**src/rtl/rv_mem_pkg.sv**
```systemverilog
// Shared types and default widths for the instruction/data memory arbiter.
package rv_mem_pkg;

  localparam int unsigned DefAddrW     = 32;
  localparam int unsigned DefDataW     = 32;
  localparam int unsigned DefMemLat    = 1;
  localparam int unsigned DefStarveMax = 4;

  // Counter widths cover the legal parameter ranges (MEM_LAT 1..7, STARVE_MAX 1..15)
  localparam int unsigned LatCntW    = 3;
  localparam int unsigned StarveCntW = 4;

  typedef enum logic {
    IDLE = 1'b0,
    WAIT = 1'b1
  } arb_state_t;

  typedef enum logic [1:0] {
    NONE   = 2'd0,
    OWN_IF = 2'd1,
    OWN_LS = 2'd2
  } arb_owner_t;

endpackage

```
**src/rtl/rv_mem_arbiter.sv**
```systemverilog
// Arbitrates a single-port word memory between the instruction-fetch (IF) and
// load/store (LS) ports. LS has priority, but IF is forced through once it has
// been denied STARVE_MAX consecutive grantable cycles. One read may be
// outstanding; its data is routed back to whichever port issued it.
module rv_mem_arbiter
  import rv_mem_pkg::*;
#(
  parameter int unsigned ADDR_W     = DefAddrW,
  parameter int unsigned DATA_W     = DefDataW,
  parameter int unsigned MEM_LAT    = DefMemLat,
  parameter int unsigned STARVE_MAX = DefStarveMax
) (
  input  logic                i_clk,
  input  logic                i_rst,
  // Instruction-fetch port
  input  logic                i_if_req,
  input  logic [ADDR_W-1:0]   i_if_addr,
  output logic                o_if_gnt,
  output logic                o_if_rvalid,
  output logic [DATA_W-1:0]   o_if_rdata,
  // Load/store port
  input  logic                i_ls_req,
  input  logic                i_ls_we,
  input  logic [DATA_W/8-1:0] i_ls_be,
  input  logic [ADDR_W-1:0]   i_ls_addr,
  input  logic [DATA_W-1:0]   i_ls_wdata,
  output logic                o_ls_gnt,
  output logic                o_ls_rvalid,
  output logic [DATA_W-1:0]   o_ls_rdata,
  // Memory port
  output logic                o_mem_en,
  output logic                o_mem_we,
  output logic [DATA_W/8-1:0] o_mem_be,
  output logic [ADDR_W-3:0]   o_mem_addr,
  output logic [DATA_W-1:0]   o_mem_wdata,
  input  logic [DATA_W-1:0]   i_mem_rdata,
  output logic                o_busy
);

  localparam logic [LatCntW-1:0]    LatLast   = LatCntW'(MEM_LAT);
  localparam logic [StarveCntW-1:0] StarveTop = StarveCntW'(STARVE_MAX);

  arb_state_t              r_state, w_state_nxt;
  arb_owner_t              r_owner, w_owner_nxt;
  logic [LatCntW-1:0]      r_lat_cnt, w_lat_cnt_nxt;
  logic [StarveCntW-1:0]   r_starve_cnt, w_starve_cnt_nxt;

  logic w_resp;
  logic w_grantable;
  logic w_if_force;
  logic w_ls_gnt;
  logic w_if_gnt;
  logic w_read_gnt;
  logic w_unused_addr_lsbs;

  // Byte-offset bits are ignored: the memory is word addressed
  assign w_unused_addr_lsbs = ^{i_if_addr[1:0], i_ls_addr[1:0]};

  // Response cycle: last cycle of WAIT, doubles as a grant slot
  assign w_resp      = (r_state == WAIT) && (r_lat_cnt == LatLast);
  assign w_grantable = !i_rst && ((r_state == IDLE) || w_resp);
  assign w_if_force  = i_if_req && (r_starve_cnt == StarveTop);
  assign w_ls_gnt    = w_grantable && i_ls_req && !w_if_force;
  assign w_if_gnt    = w_grantable && i_if_req && !w_ls_gnt;
  assign w_read_gnt  = w_if_gnt || (w_ls_gnt && !i_ls_we);

  assign o_if_gnt = w_if_gnt;
  assign o_ls_gnt = w_ls_gnt;
  assign o_busy   = !i_rst && (r_state == WAIT);

  // State, owner and counter registers
  always_ff @(posedge i_clk or posedge i_rst) begin
    if (i_rst) begin
      r_state      <= IDLE;
      r_owner      <= NONE;
      r_lat_cnt    <= '0;
      r_starve_cnt <= '0;
    end else begin
      r_state      <= w_state_nxt;
      r_owner      <= w_owner_nxt;
      r_lat_cnt    <= w_lat_cnt_nxt;
      r_starve_cnt <= w_starve_cnt_nxt;
    end
  end

  // Next state: a read grant (also legal in the response cycle) re-enters WAIT
  always_comb begin
    w_state_nxt   = r_state;
    w_owner_nxt   = r_owner;
    w_lat_cnt_nxt = r_lat_cnt;
    unique case (r_state)
      IDLE: ;
      WAIT: begin
        if (w_resp) begin
          w_state_nxt   = IDLE;
          w_owner_nxt   = NONE;
          w_lat_cnt_nxt = '0;
        end else begin
          w_lat_cnt_nxt = r_lat_cnt + 1'b1;
        end
      end
      default: begin
        w_state_nxt   = IDLE;
        w_owner_nxt   = NONE;
        w_lat_cnt_nxt = '0;
      end
    endcase
    if (w_read_gnt) begin
      w_state_nxt   = WAIT;
      w_lat_cnt_nxt = LatCntW'(1);
      w_owner_nxt   = w_if_gnt ? OWN_IF : OWN_LS;
    end
  end

  // Starvation counter: counts denied grantable IF cycles, holds while in WAIT
  always_comb begin
    w_starve_cnt_nxt = r_starve_cnt;
    if (!i_if_req || w_if_gnt) begin
      w_starve_cnt_nxt = '0;
    end else if (w_grantable && (r_starve_cnt != StarveTop)) begin
      w_starve_cnt_nxt = r_starve_cnt + 1'b1;
    end
  end

  // Memory command from whichever port won this cycle
  always_comb begin
    o_mem_en    = 1'b0;
    o_mem_we    = 1'b0;
    o_mem_be    = '0;
    o_mem_addr  = '0;
    o_mem_wdata = '0;
    if (w_ls_gnt) begin
      o_mem_en    = 1'b1;
      o_mem_we    = i_ls_we;
      o_mem_be    = i_ls_we ? i_ls_be : '1;
      o_mem_addr  = i_ls_addr[ADDR_W-1:2];
      o_mem_wdata = i_ls_we ? i_ls_wdata : '0;
    end else if (w_if_gnt) begin
      o_mem_en   = 1'b1;
      o_mem_be   = '1;
      o_mem_addr = i_if_addr[ADDR_W-1:2];
    end
  end

  // Read-data routing: only the owner sees rvalid, the other port reads zero
  always_comb begin
    o_if_rvalid = !i_rst && w_resp && (r_owner == OWN_IF);
    o_ls_rvalid = !i_rst && w_resp && (r_owner == OWN_LS);
    o_if_rdata  = o_if_rvalid ? i_mem_rdata : '0;
    o_ls_rdata  = o_ls_rvalid ? i_mem_rdata : '0;
  end

endmodule

```
**config.mk**
```make
export PLATFORM = sky130hd
export DESIGN_NAME = rv_mem_arbiter
export DESIGN_NICKNAME = d
export VERILOG_FILES = /design/src/rtl/rv_mem_pkg.sv /design/src/rtl/rv_mem_arbiter.sv
export SDC_FILE = /design/constraint.sdc
export NUM_CORES = 1
export LEC_CHECK = 0
export ABC_CLOCK_PERIOD_IN_PS = 3900
export CAP_MARGIN = 20
export CORE_AREA = 2 2 108 110
export CTS_CLUSTER_DIAMETER = 200
export DETAILED_ROUTE_END_ITERATION = 10
export DIE_AREA = 0 0 110 112
export PLACE_DENSITY_LB_ADDON = 0.3
export SLEW_MARGIN = 20
export SYNTH_ARGS = -nofsm -noshare
export SYNTH_HDL_FRONTEND = slang
export SYNTH_SLANG_ARGS = --single-unit
export TNS_END_PERCENT = 5
```
**constraint.sdc**
```tcl
create_clock -name i_clk -period 3.9 [get_ports i_clk]
set_input_delay 0.585 -clock i_clk [delete_from_list [all_inputs] [get_ports i_clk]]
set_output_delay 0.585 -clock i_clk [all_outputs]
set_load 0.005 [all_outputs]
```
==> results of run 1 <==
[worst max path at each step]
stage | start | to | depth (start not counted)
floorplan | i_if_req | o_mem_addr[0] | 7
global placement | i_if_req | o_mem_we | 6
detailed placement | i_if_req | o_mem_we | 6
CTS | i_if_req | o_mem_we | 6
global route | i_if_req | o_mem_we | 6
finish | i_if_req | o_mem_wdata[0] | 5
[power groups by stage]
| stage | clock network (mW) | registers, mW | logic (mW) |
|---|---|---|---|
| after floorplan | 0 | 0.159 | 0.371 |
| after global placement | 0 | 0.181 | 0.852 |
| after detailed placement | 0 | 0.183 | 0.866 |
| after CTS | 0.209 | 0.183 | 0.871 |
| after global routing | 0.216 | 0.188 | 0.940 |
| final | 0.204 | 0.183 | 0.859 |
[sequential cells by signal, summed over array words and instances (netlist names)]
signal,flops
r_starve_cnt,4
r_state,1
r_owner,2
r_lat_cnt,3
[per-layer routing]
metal / up-vias / wire [um] / GRT usage / share of wire
li1: 1490 / - / - / -
met1: 1349 / 3420 / 0.1453 / 0.35
met2: 169 / 5060 / 0.2814 / 0.53
met3: 10 / 1044 / 0.04801 / 0.11
met4: 0 / 111 / 0.02954 / 0.012
met5: - / 0 / 0 / 0
[critical path, delay by kind of cell]
family / cells / cell delay (ns)
simple gates: 3 / 1.19
buf+inv: 2 / 1.01
[area by class of cell]
class / instances / area, um^2 / share of cell area
Clock buffer: 4 / 88.84 / 0.01861
Sequential cell: 10 / 250.2 / 0.05241
Multi-Input combinational cell: 245 / 1428 / 0.2990
Tap cell: 143 / 178.9 / 0.03747
Inverter: 5 / 18.77 / 0.003931
Timing Repair Buffer: 278 / 2810 / 0.5886
[Yosys cell counts]
cell type	n
a31oi_1	1
o21ai_0	5
buf_4	1
o21a_1	4
dfrtp_1	10
a22oi_1	1
and2_1	65
nand3b_2	1
a21oi_1	40
and3_1	33
nor3_1	2
nand3_1	34
a21o_1	3
nand2_1	38
ha_1	4
o22a_1	1
inv_1	5
nor2_1	2
nor4b_2	2
o211ai_1	1
nor3b_1	1
buf_2	4
nand2b_4	1
or4_1	1
nor2b_1	2
clkbuf_1	21
nand4b_1	2
a21oi_2	1
buf_1	2
[through the flow]
stage	util	cell area, um^2	hold slack, ns	std cells
floorplan	-	1793	0.4309	288
global placement	0.4193	4686	0.5532	681
detailed placement	0.4193	4686	0.5586	681
CTS	0.4273	4775	0.5636	685
global route	0.4273	4775	0.5898	685
finish	0.4273	4775	0.5583	685
[kinds of logic (layout without fill, tap and decap cells)]
logic type | after synthesis | in the layout | share of synthesized area
simple gates | 184 | 184 | 0.5820
compound gates | 57 | 57 | 0.1766
fa+ha+maj | 4 | 4 | 0.02791
buf+inv | 33 | 287 | 0.07398
flops | 10 | 10 | 0.1396
==> flow_metrics.env, run 1 <==
export IMPL_p_sw_frac=0.3563
export IMPL_final_cell_mix="clkdlybuf4s50_1 (269), and2_1 (65), a21oi_1 (40)"
export IMPL_wl_per_cell_um=14.07
export IMPL_max_stage_delay_ns=0.75
export IMPL_via_per_inst=4.406
export IMPL_p_total_mw=1.247
export IMPL_ant_nets=0
export IMPL_ys_ff_latch=10
export IMPL_path_clk_slew_ns=0.04
export IMPL_cp_max_fo=33
export IMPL_num_antenna_cells=0
export IMPL_dieArea_mm2=0.01232
export IMPL_synthTopCellsByArea="and2_1 (23%), dfrtp_1 (14%), and3_1 (12%)"
export IMPL_pwr_share_seq=0.147
export IMPL_clkPwrFrac=0.164
export IMPL_r2r_setup_slack_ns=1.80
export IMPL_criticalPathCategory="input port to output port"
export IMPL_crit_path_end_kind="output port"
export IMPL_cts_resized=0
export IMPL_fp_dieH_um=112
export IMPL_antenna_found_initial=0
export IMPL_synth_area_leader_cell="and2_1"
export IMPL_setup_violations=0
export IMPL_cts_sinks=10
export IMPL_syn_to_final_growth_pct=166.3
export IMPL_ys_types=29
export IMPL_grt_pass1_vias=2813
export IMPL_hold_violations=0
export IMPL_cp_slowest_cell="and3_1"
export IMPL_netlist_instances=288
export IMPL_hold_depth=2
export IMPL_final_setup_tns_ns=0
export IMPL_root_buffer="clkbuf_16"
export IMPL_place_ws_ns=0.5579
export IMPL_dr_pass1_iters=4
export IMPL_hold_path_class="flip-flop to flip-flop"
export IMPL_yosysWarnings=0
export IMPL_synth_area_mm2=0.001793
export IMPL_slew_violations=0
export IMPL_grt_max_degree=38
export IMPL_syn_num_nets=429
export IMPL_avgSynthCellArea_um2=6.226
export IMPL_grt_total_usage=0.1447
export IMPL_nFillCells=1113
export IMPL_rr_worst_depth=6
export IMPL_r2r_end="r_starve_cnt[3]$_DFFE_PP0P_"
export IMPL_drc=0
export IMPL_cts_tree="built"
export IMPL_leakagePower_nw=1.906
export IMPL_clk_latency_ns=0.24
export IMPL_core_mm2=0.01117
export IMPL_fmax_ghz=0.2957
export IMPL_power_density_mw_per_mm2=261.2
export IMPL_rsz0062_at_grt="false"
export IMPL_worstPathRequired_ns=3.31
export IMPL_finalClockSkew_ns=0.0009645
export IMPL_clk_path_buf_depth=2
export IMPL_critPathArrivalTime_ns=2.80
export IMPL_min_delay_start="r_starve_cnt[0]$_DFFE_PP0P_"
export IMPL_cp_start_kind="input port"
export IMPL_fin_ws_ns=0.5179
export IMPL_die_width_um=110
export IMPL_wirelength_um=9637
export IMPL_grt_overflow=0
export IMPL_relSlewSlack=0.4150
export IMPL_drt_iter0_drc=123
export IMPL_placementRows=39
export IMPL_p_sw_uw=444.2
export IMPL_initial_core_util=0.1605
export IMPL_ir_worst_vdd_uv=176.6
export IMPL_tightest_slew_ns=0.8775
export IMPL_fin_crit_ns=3.382
export IMPL_htreeDepth=1
export IMPL_maxCapViolations=0
export IMPL_cts_buffers=3
export IMPL_final_layout_size_suffix_gt1_frac=0.03321
export IMPL_hold_path_endpoint="r_starve_cnt[0]$_DFFE_PP0P_"
export IMPL_final_common_cell="clkdlybuf4s50_1"
export IMPL_post_cts_buffers=0
export IMPL_synth_top_area_share=0.2268
export IMPL_port_buffers=269
export IMPL_combPwrFrac=0.689
export IMPL_grt_pass1_wl_um=14210
export IMPL_r2r_start="r_lat_cnt[1]$_DFFE_PP0P_"
export IMPL_synth_seq_area_share=0.1396
export IMPL_p_int_uw=802.7
export IMPL_hpwlAfterDp_um=7788
export IMPL_fin_crit_sh=0.8672
export IMPL_nets=684
export IMPL_place_congestion=0.7634
export IMPL_path_cells="clkdlybuf4s50_1, nand4b_1, and3_1, and3_1, clkdlybuf4s50_1"
export IMPL_io_pins=274
export IMPL_status="finished clean"
export IMPL_via_count=3018
export IMPL_cts_hold_buffers=0
No activity file was read; power rests on OpenSTA's default activity.
==> run 2, diff against run 1 <==
--- a/config.mk
+++ b/config.mk
@@ -5,12 +5,12 @@
 export SDC_FILE = /design/constraint.sdc
 export NUM_CORES = 1
 export LEC_CHECK = 0
-export ABC_CLOCK_PERIOD_IN_PS = 3900
+export ABC_CLOCK_PERIOD_IN_PS = 2900
 export CAP_MARGIN = 20
-export CORE_AREA = 2 2 108 110
+export CORE_AREA = 2 2 107 109
 export CTS_CLUSTER_DIAMETER = 200
 export DETAILED_ROUTE_END_ITERATION = 10
-export DIE_AREA = 0 0 110 112
+export DIE_AREA = 0 0 109 111
 export PLACE_DENSITY_LB_ADDON = 0.3
 export SLEW_MARGIN = 20
 export SYNTH_ARGS = -nofsm -noshare
==> constraint.sdc (replaced) <==
create_clock -name i_clk -period 2.9 [get_ports i_clk]
set_input_delay 0.435 -clock i_clk [delete_from_list [all_inputs] [get_ports i_clk]]
set_output_delay 0.435 -clock i_clk [all_outputs]
set_load 0.005 [all_outputs]
==> run 2 against run 1 <==
  * Core utilization grew 0.85 points
  * Sequential power grew 37%
  * Routed wire length shrank 1.4%
  * First-iteration DRC count shrank 2.4%
  * Worst hold slack gained 0.013 ns
  * Combinational power grew 40%
  * Register-to-register slack lost 0.85 ns
  * Total power grew 38%
  * Non-clock buffer count grew 3
  * Largest cell class unchanged
==> flow_metrics.env, run 2 (synthesis results as in run 1) <==
export IMPL_power_density_mw_per_mm2=356.7
export IMPL_post_route_cell_area_mm2=0.004827
export IMPL_drt_iter0_drc=120
export IMPL_nets=687
export IMPL_placementRows=39
export IMPL_grt_pass1_wl_um=14170
export IMPL_min_delay_start="r_starve_cnt[1]$_DFFE_PP0P_"
export IMPL_syn_to_final_growth_pct=169.2
export IMPL_hold_path_class="flip-flop to flip-flop"
export IMPL_ant_nets=0
export IMPL_status="finished clean"
export IMPL_crit_top_cell="clkdlybuf4s50_1"
export IMPL_place_congestion=0.7505
export IMPL_r2r_end="r_starve_cnt[3]$_DFFE_PP0P_"
export IMPL_core_mm2=0.01108
export IMPL_clk_path_buf_depth=2
export IMPL_dpl_instance_area_mm2=0.004721
export IMPL_wirelength_um=9504
export IMPL_setup_violations=0
export IMPL_grt_overflow=0
export IMPL_multi_input_area_mm2=0.001441
export IMPL_drc=0
export IMPL_relSlewSlack=0.7021
export IMPL_tightest_slew_ns=0.4468
export IMPL_final_common_cell="clkdlybuf4s50_1"
export IMPL_dieArea_mm2=0.01210
export IMPL_num_antenna_cells=0
export IMPL_fin_crit_sh=0.9522
export IMPL_ir_worst_vdd_uv=216.6
export IMPL_final_cell_mix="clkdlybuf4s50_1 (269), and2_1 (64), a21oi_1 (40)"
export IMPL_dr_pass1_iters=5
export IMPL_crit_path_end_kind="output port"
export IMPL_finalClockSkew_ns=0.001204
export IMPL_cts_tree="built"
export IMPL_critPathBufInv=2
export IMPL_r2r_start="r_lat_cnt[1]$_DFFE_PP0P_"
export IMPL_final_layout_size_suffix_gt1_frac=0.04404
export IMPL_crit_family="buffers and inverters"
export IMPL_fmax_ghz=0.3621
export IMPL_p_total_mw=1.722
export IMPL_grt_max_degree=34
export IMPL_post_cts_buffers=0
export IMPL_nFillCells=1142
export IMPL_antenna_found_initial=0
export IMPL_grt_total_usage=0.1453
export IMPL_cp_slowest_cell="clkdlybuf4s50_1"
export IMPL_r2r_setup_slack_ns=0.95
export IMPL_hold_violations=0
export IMPL_htreeDepth=1
export IMPL_wl_per_cell_um=13.81
export IMPL_path_cells="clkdlybuf4s50_1, nand4b_1, and3_2, and3_1, clkdlybuf4s50_1"
export IMPL_cp_max_fo=33
export IMPL_regMostFlops="r_starve_cnt"
export IMPL_worstPathRequired_ns=2.47
export IMPL_via_count=2955
export IMPL_criticalPathCategory="input port to output port"
export IMPL_hold_worst_slack_ns=0.5711
export IMPL_rsz0062_at_grt="true"
export IMPL_hold_path_endpoint="r_starve_cnt[1]$_DFFE_PP0P_"
export IMPL_hold_depth=2
export IMPL_cts_buffers=3
export IMPL_fin_crit_ns=2.761
export IMPL_port_buffers=269
export IMPL_max_stage_delay_ns=0.52
export IMPL_fp_dieH_um=111
export IMPL_fin_util=0.4358
export IMPL_hpwlAfterDp_um=7728
export IMPL_root_buffer="clkbuf_16"
export IMPL_cp_start_kind="input port"
export IMPL_slew_violations=0
export IMPL_leakagePower_nw=1.936
export IMPL_reg_largest_list="r_starve_cnt x4, r_lat_cnt x3, r_owner x2"
export IMPL_maxCapViolations=0
export IMPL_cts_sinks=10
export IMPL_cp_depth=5
export IMPL_largest_reg_flops=4
export IMPL_critPathArrivalTime_ns=2.33
export IMPL_io_pins=274
export IMPL_grt_pass1_vias=2799
export IMPL_path_clk_slew_ns=0.04
export IMPL_initial_core_util=0.1619
export IMPL_via_per_inst=4.295
export IMPL_clk_latency_ns=0.24
export IMPL_rr_worst_depth=7
export IMPL_ff_latch_area_um2=250.2
export IMPL_die_width_um=109
-- run 2: repair_timing --
item	in CTS	in global routing
pin swaps	0	0
endpoints found under the setup margin	32	57
gates resized for setup	1	4
hold buffers	0	0
-- run 2: cell type report --
class | count | share of cell area
Sequential cell | 10 | 0.05184
Clock buffer | 4 | 0.01840
Multi-Input combinational cell | 245 | 0.2986
Timing Repair Buffer | 281 | 0.5902
Tap cell | 143 | 0.03707
Inverter | 5 | 0.003888
-- run 2: worst max-delay path by stage --
stage	startpoint	end	slack (ns)
4_1_cts	r_lat_cnt[1]$_DFFE_PP0P_	o_if_rdata[23]	0.03
5_1_grt	i_if_req	o_mem_addr[4]	-0.01
2_1_floorplan	r_lat_cnt[1]$_DFFE_PP0P_	o_if_rdata[10]	0.89
6_report	i_if_req	o_mem_wdata[14]	0.14
3_5_place_dp	i_if_req	o_mem_wdata[14]	-0.21
3_3_place_gp	i_if_req	o_mem_wdata[18]	-0.1
-- run 2: report_power, final --
group          internal, mW  switching, mW  total, mW
clock                 0.208         0.0676      0.275
combinational         0.719          0.476       1.20
sequential            0.184         0.0664      0.251
-- run 2: routing by layer --
layer | global-route usage | vias up | routed length [um]
li1 | - | 1493 | -
met1 | 0.1573 | 1285 | 3569
met2 | 0.2729 | 164 | 4791
met3 | 0.04586 | 13 | 1044
met4 | 0.02564 | 0 | 99
met5 | 0 | - | 0
-- run 2: stage by stage --
step                      instances  setup WS, ns  setup TNS [ns]
after floorplan                 288        0.8912               0
after global placement          684      -0.09862          -2.674
after detailed placement        684       -0.2072          -5.843
after CTS                       688       0.02918               0
after global routing            688     -0.009520        -0.01273
final                           688        0.1387               0
-- run 2: worst reg2reg max path, delay by kind of cell (launching register included) --
family / cells / cell delay (ns)
buf+inv: 2 / 0.25
fa+ha+maj: 1 / 0.24
flops: 1 / 0.37
simple gates: 2 / 0.61
compound gates: 2 / 0.39
